[config.mk]
export PLATFORM = sky130hd
export DESIGN_NAME = adc_rdata_ctrl_flat
export DESIGN_NICKNAME = d
export VERILOG_FILES = /design/src/rtl/adc_rdata_ctrl_if.sv /design/src/rtl/adc_rdata_ctrl.sv /design/src/flat_wrapper.sv
export SDC_FILE = /design/constraint.sdc
export NUM_CORES = 1
export LEC_CHECK = 0
export CORE_ASPECT_RATIO = 1.1
export CORE_MARGIN = 2
export CORE_UTILIZATION = 50
export DETAILED_ROUTE_END_ITERATION = 10
export PLACE_DENSITY_LB_ADDON = 0.1
export SLEW_MARGIN = 30
export SYNTH_ARGS = -nofsm -noshare
export SYNTH_HDL_FRONTEND = slang
export SYNTH_SLANG_ARGS = --single-unit
[constraint.sdc]
create_clock -name clock_i -period 2.39 [get_ports clock_i]
set_input_delay 0.478 -clock clock_i [delete_from_list [all_inputs] [get_ports clock_i]]
set_output_delay 0.478 -clock clock_i [all_outputs]
set_load 0.005 [all_outputs]
[src/rtl/adc_rdata_ctrl_if.sv]
// rtl/adc_rdata_ctrl_if.sv - byte-engine handshake between the RDATA sequencer and the SPI engine
interface adc_rdata_ctrl_if;
    logic       spi_start_o;
    logic [7:0] spi_tx_o;
    logic [7:0] spi_rx_i;
    logic       spi_done_i;

    modport master (
        output spi_start_o,
        output spi_tx_o,
        input  spi_rx_i,
        input  spi_done_i
    );

    modport slave (
        input  spi_start_o,
        input  spi_tx_o,
        output spi_rx_i,
        output spi_done_i
    );
endinterface

[src/rtl/adc_rdata_ctrl.sv]
// rtl/adc_rdata_ctrl.sv - DRDY-triggered RDATA frame sequencer producing 24-bit ADC samples
module adc_rdata_ctrl #(
    parameter logic [7:0]  CMD_RDATA = 8'h01,
    parameter int unsigned T6_CYCLES = 650
) (
    input  logic                    clock_i,
    input  logic                    reset_i,
    input  logic                    enable_i,
    input  logic                    DRDY_n_i,
    adc_rdata_ctrl_if.master        spi,
    output logic                    CS_o,
    output logic [23:0]             sample_o,
    output logic                    sample_valid_o,
    output logic                    busy_o,
    output logic                    overrun_o
);

    localparam int unsigned T6_W = $clog2(T6_CYCLES + 1);

    typedef enum logic [2:0] {
        S_IDLE,
        S_WAIT_DRDY,
        S_CMD,
        S_T6,
        S_RD_START,
        S_RD_WAIT,
        S_DONE
    } state_e;

    state_e          state_q, state_d;
    logic            drdy_meta_q, drdy_sync_q, drdy_prev_q;
    logic            drdy_fall;
    logic            start_q, start_d;
    logic [7:0]      tx_q, tx_d;
    logic            cs_q, cs_d;
    logic            busy_q, busy_d;
    logic            valid_q, valid_d;
    logic            overrun_q, overrun_d;
    logic [23:0]     sample_q, sample_d;
    logic [15:0]     shreg_q, shreg_d;
    logic [T6_W-1:0] t6_q, t6_d;
    logic [1:0]      byte_q, byte_d;

    // Sync chain idles high so a DRDY already low at reset release reads as an edge.
    always_ff @(posedge clock_i) begin
        if (reset_i) begin
            drdy_meta_q <= 1'b1;
            drdy_sync_q <= 1'b1;
            drdy_prev_q <= 1'b1;
        end else begin
            drdy_meta_q <= DRDY_n_i;
            drdy_sync_q <= drdy_meta_q;
            drdy_prev_q <= drdy_sync_q;
        end
    end

    assign drdy_fall = drdy_prev_q & ~drdy_sync_q;

    always_ff @(posedge clock_i) begin
        if (reset_i) begin
            state_q   <= S_IDLE;
            start_q   <= 1'b0;
            tx_q      <= 8'h00;
            cs_q      <= 1'b1;
            busy_q    <= 1'b0;
            valid_q   <= 1'b0;
            overrun_q <= 1'b0;
            sample_q  <= 24'h000000;
            shreg_q   <= 16'h0000;
            t6_q      <= '0;
            byte_q    <= 2'd0;
        end else begin
            state_q   <= state_d;
            start_q   <= start_d;
            tx_q      <= tx_d;
            cs_q      <= cs_d;
            busy_q    <= busy_d;
            valid_q   <= valid_d;
            overrun_q <= overrun_d;
            sample_q  <= sample_d;
            shreg_q   <= shreg_d;
            t6_q      <= t6_d;
            byte_q    <= byte_d;
        end
    end

    always_comb begin
        state_d   = state_q;
        start_d   = 1'b0;
        tx_d      = tx_q;
        cs_d      = cs_q;
        busy_d    = busy_q;
        valid_d   = 1'b0;
        overrun_d = overrun_q;
        sample_d  = sample_q;
        shreg_d   = shreg_q;
        t6_d      = t6_q;
        byte_d    = byte_q;

        // A frame in flight cannot take another edge; it is flagged and dropped.
        if (drdy_fall && (state_q != S_IDLE) && (state_q != S_WAIT_DRDY)) begin
            overrun_d = 1'b1;
        end

        unique case (state_q)
            S_IDLE: begin
                cs_d   = 1'b1;
                busy_d = 1'b0;
                if (enable_i) begin
                    state_d = S_WAIT_DRDY;
                end else begin
                    overrun_d = 1'b0;
                end
            end
            S_WAIT_DRDY: begin
                if (!enable_i) begin
                    state_d = S_IDLE;
                end else if (drdy_fall) begin
                    cs_d    = 1'b0;
                    busy_d  = 1'b1;
                    start_d = 1'b1;
                    tx_d    = CMD_RDATA;
                    state_d = S_CMD;
                end
            end
            S_CMD: begin
                if (spi.spi_done_i && !start_q) begin
                    t6_d    = T6_W'(T6_CYCLES);
                    state_d = S_T6;
                end
            end
            S_T6: begin
                t6_d = t6_q - 1'b1;
                // First data start leaves straight from the last T6 cycle to land exactly T6_CYCLES after entry.
                if (t6_q == T6_W'(1)) begin
                    start_d = 1'b1;
                    tx_d    = 8'h00;
                    byte_d  = byte_q + 2'd1;
                    state_d = S_RD_START;
                end
            end
            S_RD_START: begin
                state_d = S_RD_WAIT;
                if (!start_q) begin
                    start_d = 1'b1;
                    tx_d    = 8'h00;
                    byte_d  = byte_q + 2'd1;
                end
            end
            S_RD_WAIT: begin
                if (spi.spi_done_i && !start_q) begin
                    shreg_d = {shreg_q[7:0], spi.spi_rx_i};
                    if (byte_q < 2'd3) begin
                        state_d = S_RD_START;
                    end else begin
                        sample_d = {shreg_q, spi.spi_rx_i};
                        valid_d  = 1'b1;
                        cs_d     = 1'b1;
                        state_d  = S_DONE;
                    end
                end
            end
            S_DONE: begin
                busy_d  = 1'b0;
                byte_d  = 2'd0;
                state_d = enable_i ? S_WAIT_DRDY : S_IDLE;
            end
            default: begin
                state_d = S_IDLE;
            end
        endcase
    end

    assign spi.spi_start_o = start_q;
    assign spi.spi_tx_o    = tx_q;
    assign CS_o            = cs_q;
    assign sample_o        = sample_q;
    assign sample_valid_o  = valid_q;
    assign busy_o          = busy_q;
    assign overrun_o       = overrun_q;

endmodule
[src/flat_wrapper.sv]
// flat-port wrapper written by rule: the top's interface ports become plain ports
module adc_rdata_ctrl_flat 
#(
    parameter logic [7:0]  CMD_RDATA = 8'h01,
    parameter int unsigned T6_CYCLES = 650
)
  (clock_i, reset_i, enable_i, DRDY_n_i, CS_o, sample_o, sample_valid_o, busy_o, overrun_o, spi_spi_start_o, spi_spi_tx_o, spi_spi_rx_i, spi_spi_done_i);
  adc_rdata_ctrl_if spi_i ();
  input  logic clock_i;
  input  logic reset_i;
  input  logic enable_i;
  input  logic DRDY_n_i;
  output logic CS_o;
  output logic [23:0] sample_o;
  output logic sample_valid_o;
  output logic busy_o;
  output logic overrun_o;
  output wire logic [$bits(spi_i.spi_start_o)-1:0] spi_spi_start_o;
  output wire logic [$bits(spi_i.spi_tx_o)-1:0] spi_spi_tx_o;
  input wire logic [$bits(spi_i.spi_rx_i)-1:0] spi_spi_rx_i;
  input wire logic [$bits(spi_i.spi_done_i)-1:0] spi_spi_done_i;
  assign spi_spi_start_o = spi_i.spi_start_o;
  assign spi_spi_tx_o = spi_i.spi_tx_o;
  assign spi_i.spi_rx_i = spi_spi_rx_i;
  assign spi_i.spi_done_i = spi_spi_done_i;
  adc_rdata_ctrl #(.CMD_RDATA(CMD_RDATA), .T6_CYCLES(T6_CYCLES)) u_core (.clock_i(clock_i), .reset_i(reset_i), .enable_i(enable_i), .DRDY_n_i(DRDY_n_i), .spi(spi_i), .CS_o(CS_o), .sample_o(sample_o), .sample_valid_o(sample_valid_o), .busy_o(busy_o), .overrun_o(overrun_o));
endmodule
# Word-level counts from Yosys, hierarchy flattened
# Cells that the tools add are included.
word_totals:
  out_inout_bits: 37
  ff_bits: 71
  elab_cells: 96
  input_bits: 13
classes:
  bitwise_logic: 5
  n_addsub: 2
  n_lt_le_gt_ge: 1
  muxes: 36
  eq_ne: 17
  n_reduce_logical: 21
ops:
  columns: ["op", "n"]
  rows:
  - ["$mux W8", 4]
  - ["$pmux W8 S3", 1]
  - ["$pmux W3 S7", 1]
  - ["$pmux W10 S2", 1]
  - ["$mux W3", 6]
  - ["$mux W1", 15]
  - ["$reduce_and A5 Y1", 3]
  - ["$reduce_bool A3 Y1", 4]
  - ["$eq A10 B1 Y1 const B", 1]
  - ["$mux W10", 1]
  - ["$sub A10 B1 Y10 const B", 1]
  - ["$eq A3 B3 Y1 const B", 3]
  - ["$reduce_and A3 Y1", 3]
  - ["$ne A2 B1 Y1 const B", 4]
  - ["$ne A2 B2 Y1 const B", 4]
  - ["$eq A3 B2 Y1 const B", 2]
  - ["$mux W2", 3]
  - ["$pmux W1 S3", 2]
  - ["$pmux W2 S3", 1]
  - ["$not A1 Y1", 4]
  - ["$reduce_and A2 Y1", 2]
  - ["$reduce_bool A2 Y1", 2]
  - ["$eq A3 B1 Y1 const B", 1]
  - ["$logic_and A1 B1 Y1", 3]
  - ["10 further kinds", 10]

# Longest topological paths before layout
logic_depth:
  depth_word: 7
  mapped_depth: 7
  depth_no_buf: 6

# Least setup slack after synthesis
# OpenSTA, ideal clock, no wires.
synth_timing:
  path_kind: "register -> register"
  startpoint: "register u_core.t6_q[0]"
  endpoint: "register u_core.byte_q[0]"
  setup_slack_ns: 0.473
  setup_time_ns: 0.115
  path_stages_with_launch: 7
  arrival_time_ns: 1.802
  n_path_buf: 1
  t_required_ns: 2.275
  period_less_slack_ns: 1.917
  path_cell_list: "dfxtp_1 > ha_1 > or4b_1 > or4_4 > buf_6 > and3_1 > o21ba_1"
synth_via:
  elab_chain_len: 3
synth_rtl:
  columns: ["element", "line", "rtl"]
  rows:
  - ["from (decl)", "adc_rdata_ctrl.sv:41", "logic [T6_W-1:0] t6_q, t6_d;"]
  - ["from (signal assigned)", "adc_rdata_ctrl.sv:82", "t6_q <= t6_d;"]
  - ["$eq A10 B1 Y1", "adc_rdata_ctrl.sv:135", "if (t6_q == T6_W'(1)) begin"]
  - ["$ne A2 B1 Y1 (no source line)", null, null]
  - ["$reduce_and A3 Y1 (no source line)", null, null]
  - ["to (signal assigned)", "adc_rdata_ctrl.sv:83", "byte_q <= byte_d;"]
  - ["to (decl)", "adc_rdata_ctrl.sv:42", "logic [1:0] byte_q, byte_d;"]
# Every way passes these cells.
# A chain may end at the register's enable or synchronous reset.

# Final worst setup path
# Same ends and word-level chain as after synthesis.

==> impl_table.tex <==
\begin{tabular}{lr}
\hline
Metric & Value \\
\hline
\multicolumn{2}{l}{\textbf{Run status}} \\
\quad Run status & finished, final reports clean \\
\multicolumn{2}{l}{\textbf{Clock tree}} \\
\quad Clk sink count & 64 \\
\quad Max Root-Sink Buffers & 2 \\
\quad Clock tree from TritonCTS & built \\
\quad Clock root buffer & sky130\_fd\_sc\_hd\_\_clkbuf\_8 \\
\quad Reg clk slew, reported paths & 0.07 ns \\
\quad Post-CTS setup-driven buffer insertion count & 0 \\
\quad Clock latency on the worst-skew pair & 0.34 ns \\
\quad H-Tree Level Count & 3 \\
\quad Cts hold-fix bufs & 0 \\
\quad Clock buffers created by TritonCTS & 9 \\
\quad Number of gates resized after CTS & 0 \\
\multicolumn{2}{l}{\textbf{Placement}} \\
\quad Total half-perimeter wirelength after legalization and detailed placement & 3610 um \\
\quad Area post-placement & 3090 um2 \\
\quad Pre-CTS WS & 0.201 ns \\
\quad Number of placed instances with taps included & 410 \\
\quad Count of input and output buffers & 42 \\
\quad Routability cong. & 0.790 \\
\multicolumn{2}{l}{\textbf{Global route}} \\
\quad Global-route usage over all layers & 20.2\% \\
\quad Global route overflow & 0 \\
\quad Number of antenna violations at the first check in global routing & 0 \\
\quad Number of global-route vias before repair & 1,984 \\
\quad Largest net degree at the start of global routing & 42 \\
\quad First-pass GRT wire length & 9180 um \\
\multicolumn{2}{l}{\textbf{STA}} \\
\quad Unrepaired setup endpoints after global routing & no \\
\quad Final Hold Fails & 0 \\
\quad Transition time of the tightest slew-check pin & 0.591 ns \\
\quad Final setup violation count & 0 \\
\quad Hold WS & 0.409 ns \\
\quad Max Transition Viols Final & 0 \\
\quad Max\_slew headroom & 60.1\% \\
\quad Total negative slack & 0 ns \\
\quad Minimum clock period after layout & 2.02 ns \\
\quad Final worst-path setup slack & 0.372 ns \\
\quad Share of the cycle needed by the critical path after routing & 84.4\% \\
\quad Fin Clk Skew & 0.00776 ns \\
\quad Peak clock frequency supported by timing & 495 MHz \\
\multicolumn{2}{l}{\textbf{Power}} \\
\quad Power density relative to cell area & 719 nW/um2 \\
\quad Cell leakage power & 1.11 nW \\
\quad Proportion of power drawn by the clock network & 37.9\% \\
\quad Switching share of power & 26.8\% \\
\quad Int Pwr & 1.72 mW \\
\quad Fraction of power consumed by sequential logic & 48.7\% \\
\quad Part of the power in combinational logic & 13.4\% \\
\quad Net load switching power & 631 uW \\
\quad Maximum ir drop on the vdd rail & 0.000512 V \\
\multicolumn{2}{l}{\textbf{Cells and area}} \\
\quad Non-Filler Cell Area, Final & 3280 um2 \\
\quad Total inserted antenna cells & 0 \\
\quad Total area of multi-input combinational cells & 1250 um2 \\
\quad Layout overhead on the synthesized area & 23.4\% \\
\quad Filler cell count in the final layout & 443 \\
\quad Net count of the finished layout & 379 \\
\quad Register area & 1280 um2 \\
\quad Share of cells above drive strength 1 & 8.97\% \\
\quad Layout Cells excl Fill & 426 \\
\multicolumn{2}{l}{\textbf{Yosys}} \\
\quad Count leader, synth & sky130\_fd\_sc\_hd\_\_nand2\_1 \\
\quad Unique cell type count in the Yosys netlist & 48 \\
\quad Number of warnings issued by yosys & 0 \\
\quad EDFF count, synth & 0 \\
\quad Top cells by area in the synthesized netlist & sky130\_fd\_sc\_hd\_\_dfxtp\_1, sky130\_fd\_sc\_hd\_\_nand2\_1, sky130\_fd\_sc\_hd\_\_a21oi\_1, sky130\_fd\_sc\_hd\_\_clkbuf\_1, sky130\_fd\_sc\_hd\_\_buf\_4 \\
\quad Sequential element share of the synthesized area & 48.2\% \\
\quad Count of state elements after synthesis & 64 \\
\quad Fraction of post-synthesis cell area in the top cell type by area & 48.2\% \\
\quad Post-Synthesis Mean Instance Area & 8.20 um2 \\
\quad Synth Flop Type & sky130\_fd\_sc\_hd\_\_dfxtp\_1 \\
\quad Synth top cells by count & sky130\_fd\_sc\_hd\_\_nand2\_1, sky130\_fd\_sc\_hd\_\_dfxtp\_1, sky130\_fd\_sc\_hd\_\_a21oi\_1, sky130\_fd\_sc\_hd\_\_clkbuf\_1, sky130\_fd\_sc\_hd\_\_nor2\_1 \\
\quad Largest area contributor in the synthesized netlist & sky130\_fd\_sc\_hd\_\_dfxtp\_1 \\
\quad Instance count of the mapped netlist & 324 \\
\quad Proportion of register bits with asynchronous set or reset after synthesis & 0\% \\
\quad Cell area after synthesis & 2660 um2 \\
\multicolumn{2}{l}{\textbf{Worst hold path}} \\
\quad Count of cells along the worst hold path & 1 \\
\quad Path class of the lowest-slack min-delay path & reg -> reg \\
\multicolumn{2}{l}{\textbf{Worst setup path}} \\
\quad CP required & 2.63 ns \\
\quad Crit path DAT & 2.25 ns \\
\quad Critical path endpoint category & flip-flop \\
\quad CP Max Fanout & 7 \\
\quad Path depth of the worst reg2reg path & 5 \\
\quad Critical Setup Path Class & reg -> reg \\
\quad Startpoint Class & flip-flop \\
\multicolumn{2}{l}{\textbf{Run}} \\
\quad MaxCap Viol Count & 0 \\
\multicolumn{2}{l}{\textbf{Route}} \\
\quad Post-route DRC violation count & 0 \\
\quad Iter 0 DRT Violations & 144 \\
\quad Count of TritonRoute iterations in the first routing pass & 4 \\
\quad Total wirelength of the detailed-routed design & 5600 um \\
\quad Routed vias/inst & 5.37 \\
\quad Via count & 2,286 \\
\quad WL/cell & 13.2 um \\
\quad Final antenna-violating net count & 0 \\
\multicolumn{2}{l}{\textbf{Die}} \\
\quad Placement row count & 27 \\
\quad Chip Height & 80.4 um \\
\quad Starting density of the core & 52.4\% \\
\quad Placeable Area & 5070 um2 \\
\quad Die Span X & 73.5 um \\
\quad Area enclosed by the die boundary & 5910 um2 \\
\quad Top-level port count & 50 \\
\hline
\end{tabular}
## per-layer routing
| layer | wire length [um] | part of all wire (%) | vias up | global-route usage (%) |
|---|---|---|---|---|
| met5 | 0 | 0 | - | 0 |
| met4 | 113 | 2.0 | 0 | 10.9 |
| met3 | 263 | 4.7 | 10 | 5.27 |
| met2 | 2370 | 42 | 48 | 28.2 |
| met1 | 2850 | 51 | 1059 | 28.1 |
| li1 | - | - | 1169 | - |
## per-stage QoR
stage                     power (mW)  utilization, %
final                           2.36            64.7
after global routing            2.46            64.7
after CTS                       2.37            64.7
after detailed placement        1.48            61.0
after global placement          1.48            61.0
after floorplan                 1.40               -
## sequential cells by signal (all words and copies together) (netlist names)
name and count:
u_core.shreg_q 16, u_core.t6_q 10, u_core.sample_o 24, u_core.spi.spi_tx_o 1, u_core.state_q 3, u_core.busy_o 1
u_core.spi.spi_start_o 1, u_core.drdy_prev_q 1, u_core.drdy_sync_q 1, u_core.byte_q 2, u_core.CS_o 1, u_core.drdy_meta_q 1
u_core.sample_valid_o 1, u_core.overrun_o 1
## cell type report
class                   count  share of cell area [%]
clock buffers              10                    3.89
clock inverters             6                    1.83
inverters                   4                   0.458
multi-input cells         235                    38.2
flip-flops and latches     64                    39.1
well taps                  58                    2.21
repair buffers             49                    14.3
## cells by family (layout without fill, tap and decap cells)
logic type / count (synthesis) / after routing / share of synthesized area (%)
compound gates: 81 / 81 / 17.6
xor+xnor: 2 / 2 / 0.660
fa+ha+maj: 3 / 3 / 1.41
buf+inv: 31 / 69 / 5.65
flops: 64 / 64 / 48.2
mux: 3 / 3 / 1.18
other cells: 1 / 7 / 0.141
simple gates: 139 / 139 / 25.1
## worst paths after layout
check / start / end / slack (ns)
worst max-delay path: u_core.t6_q[0] / u_core.byte_q[0] / 0.37
worst min-delay path: u_core.drdy_meta_q / u_core.drdy_sync_q / 0.41
worst max register to register: u_core.t6_q[0] / u_core.byte_q[0] / 0.37
worst min register to register: u_core.drdy_meta_q / u_core.drdy_sync_q / 0.41
## worst max-delay path: stages (launching register included)
cell and delay (ns):
sky130_fd_sc_hd__dfxtp_1 0.40, sky130_fd_sc_hd__ha_1 0.18, sky130_fd_sc_hd__or4b_1 0.49, sky130_fd_sc_hd__or4_4 0.50
sky130_fd_sc_hd__and3_1 0.20, sky130_fd_sc_hd__o21ba_1 0.16
## power by group through the flow
stage / logic (mW) / clock network [mW] / registers, mW
5_1_grt: 0.352 / 0.957 / 1.15
4_1_cts: 0.315 / 0.905 / 1.15
3_5_place_dp: 0.312 / 0 / 1.17
3_3_place_gp: 0.311 / 0 / 1.17
6_report: 0.317 / 0.892 / 1.15
2_1_floorplan: 0.241 / 0 / 1.16
## layout by cell type, fill, tap and decap left out, types with 3 or more instances in the layout
cell                              synthesis  final
sky130_fd_sc_hd__nand2_1                 82     82
sky130_fd_sc_hd__dfxtp_1                 64     64
sky130_fd_sc_hd__a21oi_1                 56     56
sky130_fd_sc_hd__clkdlybuf4s50_1          0     41
sky130_fd_sc_hd__nor2_1                  11     11
sky130_fd_sc_hd__clkbuf_8                 0      9
sky130_fd_sc_hd__nor2b_1                  7      7
sky130_fd_sc_hd__conb_1                   1      7
sky130_fd_sc_hd__buf_4                    7      7
sky130_fd_sc_hd__o21ai_0                  6      6
sky130_fd_sc_hd__nand2b_1                 5      5
sky130_fd_sc_hd__nand3b_1                 5      5
sky130_fd_sc_hd__or2_2                    5      5
sky130_fd_sc_hd__inv_1                    4      4
sky130_fd_sc_hd__nand3_1                  4      4
sky130_fd_sc_hd__or3_1                    3      3
sky130_fd_sc_hd__ha_1                     3      3
sky130_fd_sc_hd__clkinv_2                 0      3
Power figures use the tool's default switching activity.
